--- config.mk ---
export PLATFORM = sky130hd
export DESIGN_NAME = mem_access
export DESIGN_NICKNAME = d
export VERILOG_FILES = /design/src/rtl/mem_access_pkg.sv /design/src/rtl/mem_access_align.sv /design/src/rtl/mem_access.sv
export SDC_FILE = /design/constraint.sdc
export NUM_CORES = 1
export LEC_CHECK = 0
export CAP_MARGIN = 0
export CORE_AREA = 4 4 115 117
export CTS_BUF_LIST = sky130_fd_sc_hd__clkbuf_4 sky130_fd_sc_hd__clkbuf_8 sky130_fd_sc_hd__clkbuf_16
export CTS_CLUSTER_SIZE = 20
export DETAILED_ROUTE_END_ITERATION = 10
export DIE_AREA = 0 0 119 121
export PLACE_DENSITY = 0.87
export REMOVE_ABC_BUFFERS = 1
export SYNTH_ARGS = -nofsm -noshare
export SYNTH_HDL_FRONTEND = slang
export SYNTH_SLANG_ARGS = --single-unit
--- constraint.sdc ---
create_clock -name i_clk -period 3 [get_ports i_clk]
set_clock_uncertainty 0.2 [all_clocks]
set_input_delay 0.6 -clock i_clk [delete_from_list [all_inputs] [get_ports i_clk]]
set_output_delay 0.6 -clock i_clk [all_outputs]
set_load 0.02 [all_outputs]
--- src/rtl/mem_access_pkg.sv ---
// Shared codes for the memory-access stage: store sizes, load funct3 values, FSM states.
// Also hosts the misalignment check used when MEM_ACCESS_MISALIGN_TRAP_EN is defined.
package mem_access_pkg;

    localparam int unsigned STRB_W = 4;

    typedef enum logic [1:0] {
        StoreNone = 2'b00,
        StoreByte = 2'b01,
        StoreHalf = 2'b10,
        StoreWord = 2'b11
    } store_mode_e;

    localparam logic [2:0] LoadLb  = 3'b000;
    localparam logic [2:0] LoadLh  = 3'b001;
    localparam logic [2:0] LoadLw  = 3'b010;
    localparam logic [2:0] LoadLbu = 3'b100;
    localparam logic [2:0] LoadLhu = 3'b101;

    typedef enum logic [1:0] {
        StIdle = 2'd0,
        StBus  = 2'd1,
        StWb   = 2'd2
    } state_e;

    // Undefined load codes act as LW, so they are checked as word accesses.
    function automatic logic is_misaligned(input logic       is_load,
                                           input logic [2:0] load_mode,
                                           input logic [1:0] store_mode,
                                           input logic [1:0] lane);
        logic r;
        r = 1'b0;
        if (is_load) begin
            case (load_mode)
                LoadLb, LoadLbu: r = 1'b0;
                LoadLh, LoadLhu: r = lane[0];
                default:         r = (lane != 2'b00);
            endcase
        end else begin
            case (store_mode)
                StoreHalf: r = lane[0];
                StoreWord: r = (lane != 2'b00);
                default:   r = 1'b0;
            endcase
        end
        return r;
    endfunction

endpackage

--- src/rtl/mem_access_align.sv ---
// Byte-lane steering: builds store strobes/data from size and address, and
// extracts plus sign/zero-extends load data from a bus word.
module mem_access_align
    import mem_access_pkg::*;
#(
    parameter int unsigned XLEN = 32
) (
    input  logic [1:0]        i_store_mode,
    input  logic [1:0]        i_store_lane,
    input  logic [XLEN-1:0]   i_store_data,
    output logic [STRB_W-1:0] o_wstrb,
    output logic [XLEN-1:0]   o_wdata,
    input  logic [2:0]        i_load_mode,
    input  logic [1:0]        i_load_lane,
    input  logic [XLEN-1:0]   i_rdata,
    output logic [XLEN-1:0]   o_load_data
);

    logic [7:0]  w_sbyte;
    logic [15:0] w_shalf;
    logic [7:0]  w_lbyte;
    logic [15:0] w_lhalf;

    assign w_sbyte = i_store_data[7:0];
    assign w_shalf = i_store_data[15:0];
    assign w_lbyte = i_rdata[{i_load_lane, 3'b000} +: 8];
    assign w_lhalf = i_rdata[{i_load_lane[1], 4'b0000} +: 16];

    // Sub-word stores replicate data into every lane; strobes select the target bytes.
    always_comb begin
        o_wstrb = '0;
        o_wdata = '0;
        case (i_store_mode)
            StoreByte: begin
                o_wstrb = 4'b0001 << i_store_lane;
                o_wdata = {(XLEN/8){w_sbyte}};
            end
            StoreHalf: begin
                o_wstrb = i_store_lane[1] ? 4'b1100 : 4'b0011;
                o_wdata = {(XLEN/16){w_shalf}};
            end
            StoreWord: begin
                o_wstrb = 4'b1111;
                o_wdata = i_store_data;
            end
            default: begin
                o_wstrb = '0;
                o_wdata = '0;
            end
        endcase
    end

    always_comb begin
        o_load_data = i_rdata;
        case (i_load_mode)
            LoadLb:  o_load_data = {{(XLEN-8){w_lbyte[7]}}, w_lbyte};
            LoadLbu: o_load_data = {{(XLEN-8){1'b0}}, w_lbyte};
            LoadLh:  o_load_data = {{(XLEN-16){w_lhalf[15]}}, w_lhalf};
            LoadLhu: o_load_data = {{(XLEN-16){1'b0}}, w_lhalf};
            default: o_load_data = i_rdata;
        endcase
    end

endmodule

--- src/rtl/mem_access.sv ---
// Memory-access stage: one outstanding load/store on a req/ack data bus with timeout.
// Define MEM_ACCESS_MISALIGN_TRAP_EN to reject misaligned half/word accesses with bus_err.
module mem_access
    import mem_access_pkg::*;
#(
    parameter int unsigned XLEN        = 32,
    parameter int unsigned BUS_TIMEOUT = 16
) (
    input  logic              i_clk,
    input  logic              i_rst,
    input  logic              i_mem_load_en,
    input  logic [XLEN-1:0]   i_mem_load_addr,
    input  logic [2:0]        i_mem_load_mode,
    input  logic [4:0]        i_mem_load_regs_addr,
    input  logic [1:0]        i_mem_store_mode,
    input  logic [XLEN-1:0]   i_mem_store_addr,
    input  logic [XLEN-1:0]   i_mem_store_data,
    output logic              o_bus_req,
    output logic              o_bus_we,
    output logic [XLEN-1:0]   o_bus_addr,
    output logic [STRB_W-1:0] o_bus_wstrb,
    output logic [XLEN-1:0]   o_bus_wdata,
    input  logic [XLEN-1:0]   i_bus_rdata,
    input  logic              i_bus_ack,
    output logic              o_regs_write_en,
    output logic [4:0]        o_regs_write_addr,
    output logic [XLEN-1:0]   o_regs_write_data,
    output logic              o_pause_signal,
    output logic              o_bus_err
);

    localparam int unsigned CNT_W = (BUS_TIMEOUT > 1) ? $clog2(BUS_TIMEOUT) : 1;
    localparam logic [CNT_W-1:0] CNT_MAX = CNT_W'(BUS_TIMEOUT - 1);

    state_e            r_state, w_state_d;
    logic [CNT_W-1:0]  r_cnt, w_cnt_d;
    logic              r_err, w_err_d;
    logic              r_we;
    logic [XLEN-1:0]   r_addr;
    logic [STRB_W-1:0] r_wstrb;
    logic [XLEN-1:0]   r_wdata;
    logic [2:0]        r_load_mode;
    logic [1:0]        r_lane;
    logic [4:0]        r_rd;
    logic [XLEN-1:0]   r_wb_data;

    logic              w_req;
    logic              w_accept;
    logic              w_misalign;
    logic [1:0]        w_lane_in;
    logic [XLEN-1:0]   w_addr_in;
    logic [1:0]        w_store_mode_in;
    logic [STRB_W-1:0] w_wstrb;
    logic [XLEN-1:0]   w_wdata;
    logic [XLEN-1:0]   w_load_data;

    // A simultaneous load wins; the store is dropped by treating its mode as none.
    assign w_req           = i_mem_load_en || (i_mem_store_mode != StoreNone);
    assign w_addr_in       = i_mem_load_en ? i_mem_load_addr : i_mem_store_addr;
    assign w_lane_in       = w_addr_in[1:0];
    assign w_store_mode_in = i_mem_load_en ? StoreNone : i_mem_store_mode;

`ifdef MEM_ACCESS_MISALIGN_TRAP_EN
    assign w_misalign = is_misaligned(i_mem_load_en, i_mem_load_mode, i_mem_store_mode,
                                      w_lane_in);
`else
    assign w_misalign = 1'b0;
`endif

    assign w_accept = (r_state == StIdle) && w_req && !w_misalign;

    mem_access_align #(
        .XLEN(XLEN)
    ) u_align (
        .i_store_mode(w_store_mode_in),
        .i_store_lane(w_lane_in),
        .i_store_data(i_mem_store_data),
        .o_wstrb     (w_wstrb),
        .o_wdata     (w_wdata),
        .i_load_mode (r_load_mode),
        .i_load_lane (r_lane),
        .i_rdata     (i_bus_rdata),
        .o_load_data (w_load_data)
    );

    always_comb begin
        w_state_d = r_state;
        w_cnt_d   = r_cnt;
        w_err_d   = 1'b0;
        case (r_state)
            StIdle: begin
                if (w_req) begin
                    if (w_misalign) begin
                        w_err_d = 1'b1;
                    end else begin
                        w_state_d = StBus;
                        w_cnt_d   = '0;
                    end
                end
            end
            StBus: begin
                if (i_bus_ack) begin
                    w_state_d = r_we ? StIdle : StWb;
                end else if (r_cnt == CNT_MAX) begin
                    w_state_d = StIdle;
                    w_err_d   = 1'b1;
                end else begin
                    w_cnt_d = r_cnt + 1'b1;
                end
            end
            StWb: begin
                w_state_d = StIdle;
            end
            default: begin
                w_state_d = StIdle;
            end
        endcase
    end

    always_ff @(posedge i_clk) begin
        if (!i_rst) begin
            r_state     <= StIdle;
            r_cnt       <= '0;
            r_err       <= 1'b0;
            r_we        <= 1'b0;
            r_addr      <= '0;
            r_wstrb     <= '0;
            r_wdata     <= '0;
            r_load_mode <= '0;
            r_lane      <= '0;
            r_rd        <= '0;
            r_wb_data   <= '0;
        end else begin
            r_state <= w_state_d;
            r_cnt   <= w_cnt_d;
            r_err   <= w_err_d;
            if (w_accept) begin
                r_we        <= !i_mem_load_en;
                r_addr      <= {w_addr_in[XLEN-1:2], 2'b00};
                r_wstrb     <= w_wstrb;
                r_wdata     <= w_wdata;
                r_load_mode <= i_mem_load_mode;
                r_lane      <= w_lane_in;
                r_rd        <= i_mem_load_en ? i_mem_load_regs_addr : 5'd0;
            end
            if ((r_state == StBus) && i_bus_ack && !r_we) begin
                r_wb_data <= w_load_data;
            end
        end
    end

    assign o_bus_req         = (r_state == StBus);
    assign o_bus_we          = r_we;
    assign o_bus_addr        = r_addr;
    assign o_bus_wstrb       = r_wstrb;
    assign o_bus_wdata       = r_wdata;
    assign o_regs_write_en   = (r_state == StWb) && (r_rd != 5'd0);
    assign o_regs_write_addr = r_rd;
    assign o_regs_write_data = r_wb_data;
    assign o_bus_err         = r_err;
    // Reset is gated in so the stall drops in the same cycle the reset is applied.
    assign o_pause_signal    = i_rst && (((r_state == StIdle) && w_req) || (r_state == StBus));

endmodule

==> metrics.md <==
| Metric | Value |
|---|---|
| Die Area | between 0.01 and 0.015 mm2 |
| Starting DRT DRC Count | 451 |
| Final WS setup | about 0.076 ns |
| Remaining antenna violation count | 0 |
| Synthesized flop and latch total | 116 |
| Net Sw Frac | 27.26% |
| Req. time, crit path | approximately 2.2 ns |
| Min-Delay Endpoint | o_bus_wdata[28] |
| Most common cell on crit path | nor2_1 |
| Slowest-stage cell, CP | clkdlybuf4s50_1 |
| Vias | about 5300 |
| Pins Over Slew Limit | 0 |
| Die X | ~120 um |
| FFs w/ async S/R, synth | 0% |
| Storage element area | 0.002322 mm2 |
| DR top layer | met4 |
| WHS | approximately 0.27 ns |
| Clock latency on the worst-skew pair | 0.41 ns |
| Leak | 3.216 nW |
| HP Start | o_bus_wdata[28] |
| Min-Delay Path Class | flip-flop to flip-flop |
| Syn Inst Count | 554 |
| Final Hold Fails | 0 |
| Die extent in y | between 100 and 150 um |
| Fraction of layout cells with a size suffix above 1 | a little under a tenth |
| Path depth of the worst reg2reg path | 6 |
| Multi-input gate area | 0.002614 mm2 |
| Reg2reg end | o_regs_write_addr[3] |
| Register area share after synthesis | 44.41% |
| Number of port buffers | 249 |
| Worst Path Class, Setup | input port to output pin |
| Placed instance area | 0.007816 mm2 |
| Synth Flop Type | dfxtp_1 |
| First-pass GRT wire length | between 20000 and 30000 um |
| Post-CTS Hold Fix Bufs | 0 |
| Power density over cell area | 582.4 mW/mm2 |
| Via/cell ratio | 5.453 |
| Clock power share | 42.1% |
| 1st-pass router iterations | 5 |
| DRC Markers | 0 |
| H-tree depth | 4 |
| Vias in the first global route | 5363 |
| CP top delay family | simple AND/OR/NAND/NOR gates |
| Nets | 933 |
| Worst-path clk slew | 0.05 ns |
| Reg-to-reg startpoint | r_state[1] |
| Max Cap Viol | 0 |
| Synth unique cells | 46 |
| CP Buf/Inv Count | 2 |
| Crit path max fanout | 2 |
| Post-layout instance area | 0.008428 mm2 |
| Combinational power share | 22.4% |
| Worst R2R Setup Slack | 0.78 ns |
| Diode count | 0 |
| Worst setup EP type | output pin |
| Placement Setup Slack | -0.1517 ns |
| Met1 WL | around 6800 um |
| CTS max path bufs | 2 |
| Fill cells | 924 |
| Number of flops mapped to enable cells by yosys | 0 |
| Pint | 3.570 mW |
| CTS Root Cell | clkbuf_16 |
| Core ar. | 0.01236 mm2 |
| Synth-to-Final Area Change | 61.19% |
| Largest net degree at the start of global routing | 71 |
| Status | finished, final reports clean |
| CTS buffer count | 17 |
| Post-CTS Setup Bufs | 0 |
| Synth Area per Inst | 9.438 um2 |
| Worst slew margin | 46.09% |
| Routed WL | between 15000 and 20000 um |
| Sw power | roughly 1.3 mW |
| Wire length on met2 | 8769 um |
| Fin crit period | 2.924 ns |
| Post-DP HPWL | 12640 um |
| GPL Wtd Cong | 0.8524 |
| CP Cell Sequence | clkdlybuf4s50_1, or3_4, and2_2, nor2_1, nor2_1, dlygate4sd2_1 |
| Worst-margin pin slew | 0.8059 ns |
| Wire per inst | around 18 um |
| Starting Density | a little over two fifths |
| Synthesized area | 0.005229 mm2 |
| Critical Path AT | 2.12 ns |
| Fmax | 342.0 MHz |
| Final non-filler cell total | about 1000 |
| CP max stage delay | 0.41 ns |
| Congestion Overflow GR | 0 |
| Final Cycle Share | 97.48% |
| Startpoint types | input port |
| Worst VDD drop | 0.3643 mV |
| Met3 wire len | 1329 um |
| Hold depth | 1 |
| Power Total | 4.909 mW |
| Clk sinks | 116 |
| RSZ-0062 raised after global routing | false |
| # rows | 41 |
| Cells after DPL | roughly 940 |
| Ports | 252 |
| Ys Warns | 0 |
| Initial antenna violation count | 0 |
| CTS tree | yes |
| Reg power frac | 35.6% |
| Global Route Usage Sum | between 20% and 30% |
| Final setup viols | 0 |
[kinds of logic after synthesis]
family	share of synthesized area [%]
compound gates	25.39
simple gates	12.66
flops	44.41
buf+inv	5.695
mux	11.20
xor+xnor	0.3351
fa+ha+maj	0.2393
other cells	0.07172
[flip-flops by register name, summed over array words and instances, names as in the netlist]
| name | cells |
|---|---|
| o_bus_wdata | 32 |
| o_regs_write_data | 32 |
| o_bus_addr | 30 |
| o_regs_write_addr | 5 |
| o_bus_wstrb | 4 |
| r_cnt | 4 |
| r_load_mode | 3 |
| r_lane | 2 |
| r_state | 2 |
| o_bus_err | 1 |
| o_bus_we | 1 |
[cells in the final DEF, fill, tap and decap left out, types with 2 or more instances in the layout]
cell type	count
or3_1	7
dfxtp_1	116
o32ai_1	4
nor3_1	2
a211oi_1	42
mux2_2	10
conb_1	2
nand3b_1	9
nand3_1	2
a22oi_1	19
a21oi_1	39
xor2_1	2
nor2_1	49
clkbuf_8	2
clkinvlp_4	4
clkdlybuf4s50_1	247
clkinv_2	3
o22ai_1	4
nand2_1	32
inv_1	8
and3_1	9
nor2b_1	6
clkbuf_16	17
buf_4	17
nor3b_1	3
mux2i_1	45
a22o_1	17
o2bb2ai_1	25
o21ai_0	34
bufinv_16	3
[Yosys cell counts (all sizes together) (2+ instances only)]
master	count	area [um2]
nor2b	6	37.54
o32ai	4	35.03
xor2	2	17.52
nor2	51	210.2
nand3b	9	67.56
or3	8	55.05
nand2b	2	20.02
a22o	17	148.9
and2	3	21.28
a21oi	39	195.2
and3	9	56.30
nor3b	3	22.52
o22ai	4	25.02
buf	23	162.7
a22oi	19	142.6
o21ai	35	186.4
nor3	2	10.01
dfxtp	116	2322
mux2i	45	450.4
o2bb2ai	25	219.0
nand3	2	10.01
nand2	32	120.1
clkbuf	28	105.1
a211oi	42	315.3
mux2	10	112.6
inv	8	30.03
[layout make-up]
| type | instances | share of cell area [%] |
|---|---|---|
| Multi-Input combinational cell | 380 | 31.01 |
| Tap cell | 172 | 2.553 |
| Clock inverter | 12 | 1.811 |
| Inverter | 8 | 0.3563 |
| Sequential cell | 116 | 27.55 |
| Clock buffer | 20 | 5.463 |
| Timing Repair Buffer | 267 | 31.25 |
[power by group through the flow]
stage	Combinational, mW	Sequential [mW]	Clock [mW]
4_1_cts	1.10	1.74	2.10
2_1_floorplan	0.367	1.91	0
5_1_grt	1.17	1.76	2.18
6_report	1.10	1.75	2.07
3_3_place_gp	1.07	1.77	0
3_5_place_dp	1.10	1.77	0
[metrics by stage]
stage	setup TNS (ns)	utilization, %
after floorplan	-0.2972	-
final	0	68.17
after global placement	-0.1573	63.22
after CTS	0	68.17
after detailed placement	-0.1517	63.22
after global routing	0	68.17
[how the worst max path moves through the flow]
stage,to,depth (start not counted),slack (ns),startpoint
after floorplan,o_pause_signal,4,-0.30,i_mem_load_en
after global placement,o_pause_signal,6,-0.16,i_mem_store_mode[0]
after detailed placement,o_pause_signal,6,-0.15,i_mem_store_mode[0]
after CTS,o_pause_signal,6,0.07,i_mem_store_mode[0]
after global routing,o_pause_signal,6,0.03,i_mem_store_mode[0]
final,o_pause_signal,6,0.08,i_mem_store_mode[0]
[worst register-to-register path, cell delays in order (launching register included)]
cell	delay [ns]
dfxtp_1	0.35
nor2_2	0.23
and2_2	0.21
buf_4	0.56
nor2_8	0.08
buf_12	0.20
a22o_1	0.26
[layer usage]
layer	vias to the layer above	track usage, %
li1	2514	-
met1	2521	26.59
met2	249	41.12
met3	33	6.853
met4	0	8.762
met5	-	0
[what timing repair did]
item                                    4_1_cts  5_1_grt
hold endpoints to repair                      0        0
resized for setup                             1        0
endpoints found under the setup margin        1        0
(Power assumes the default switching activity.)
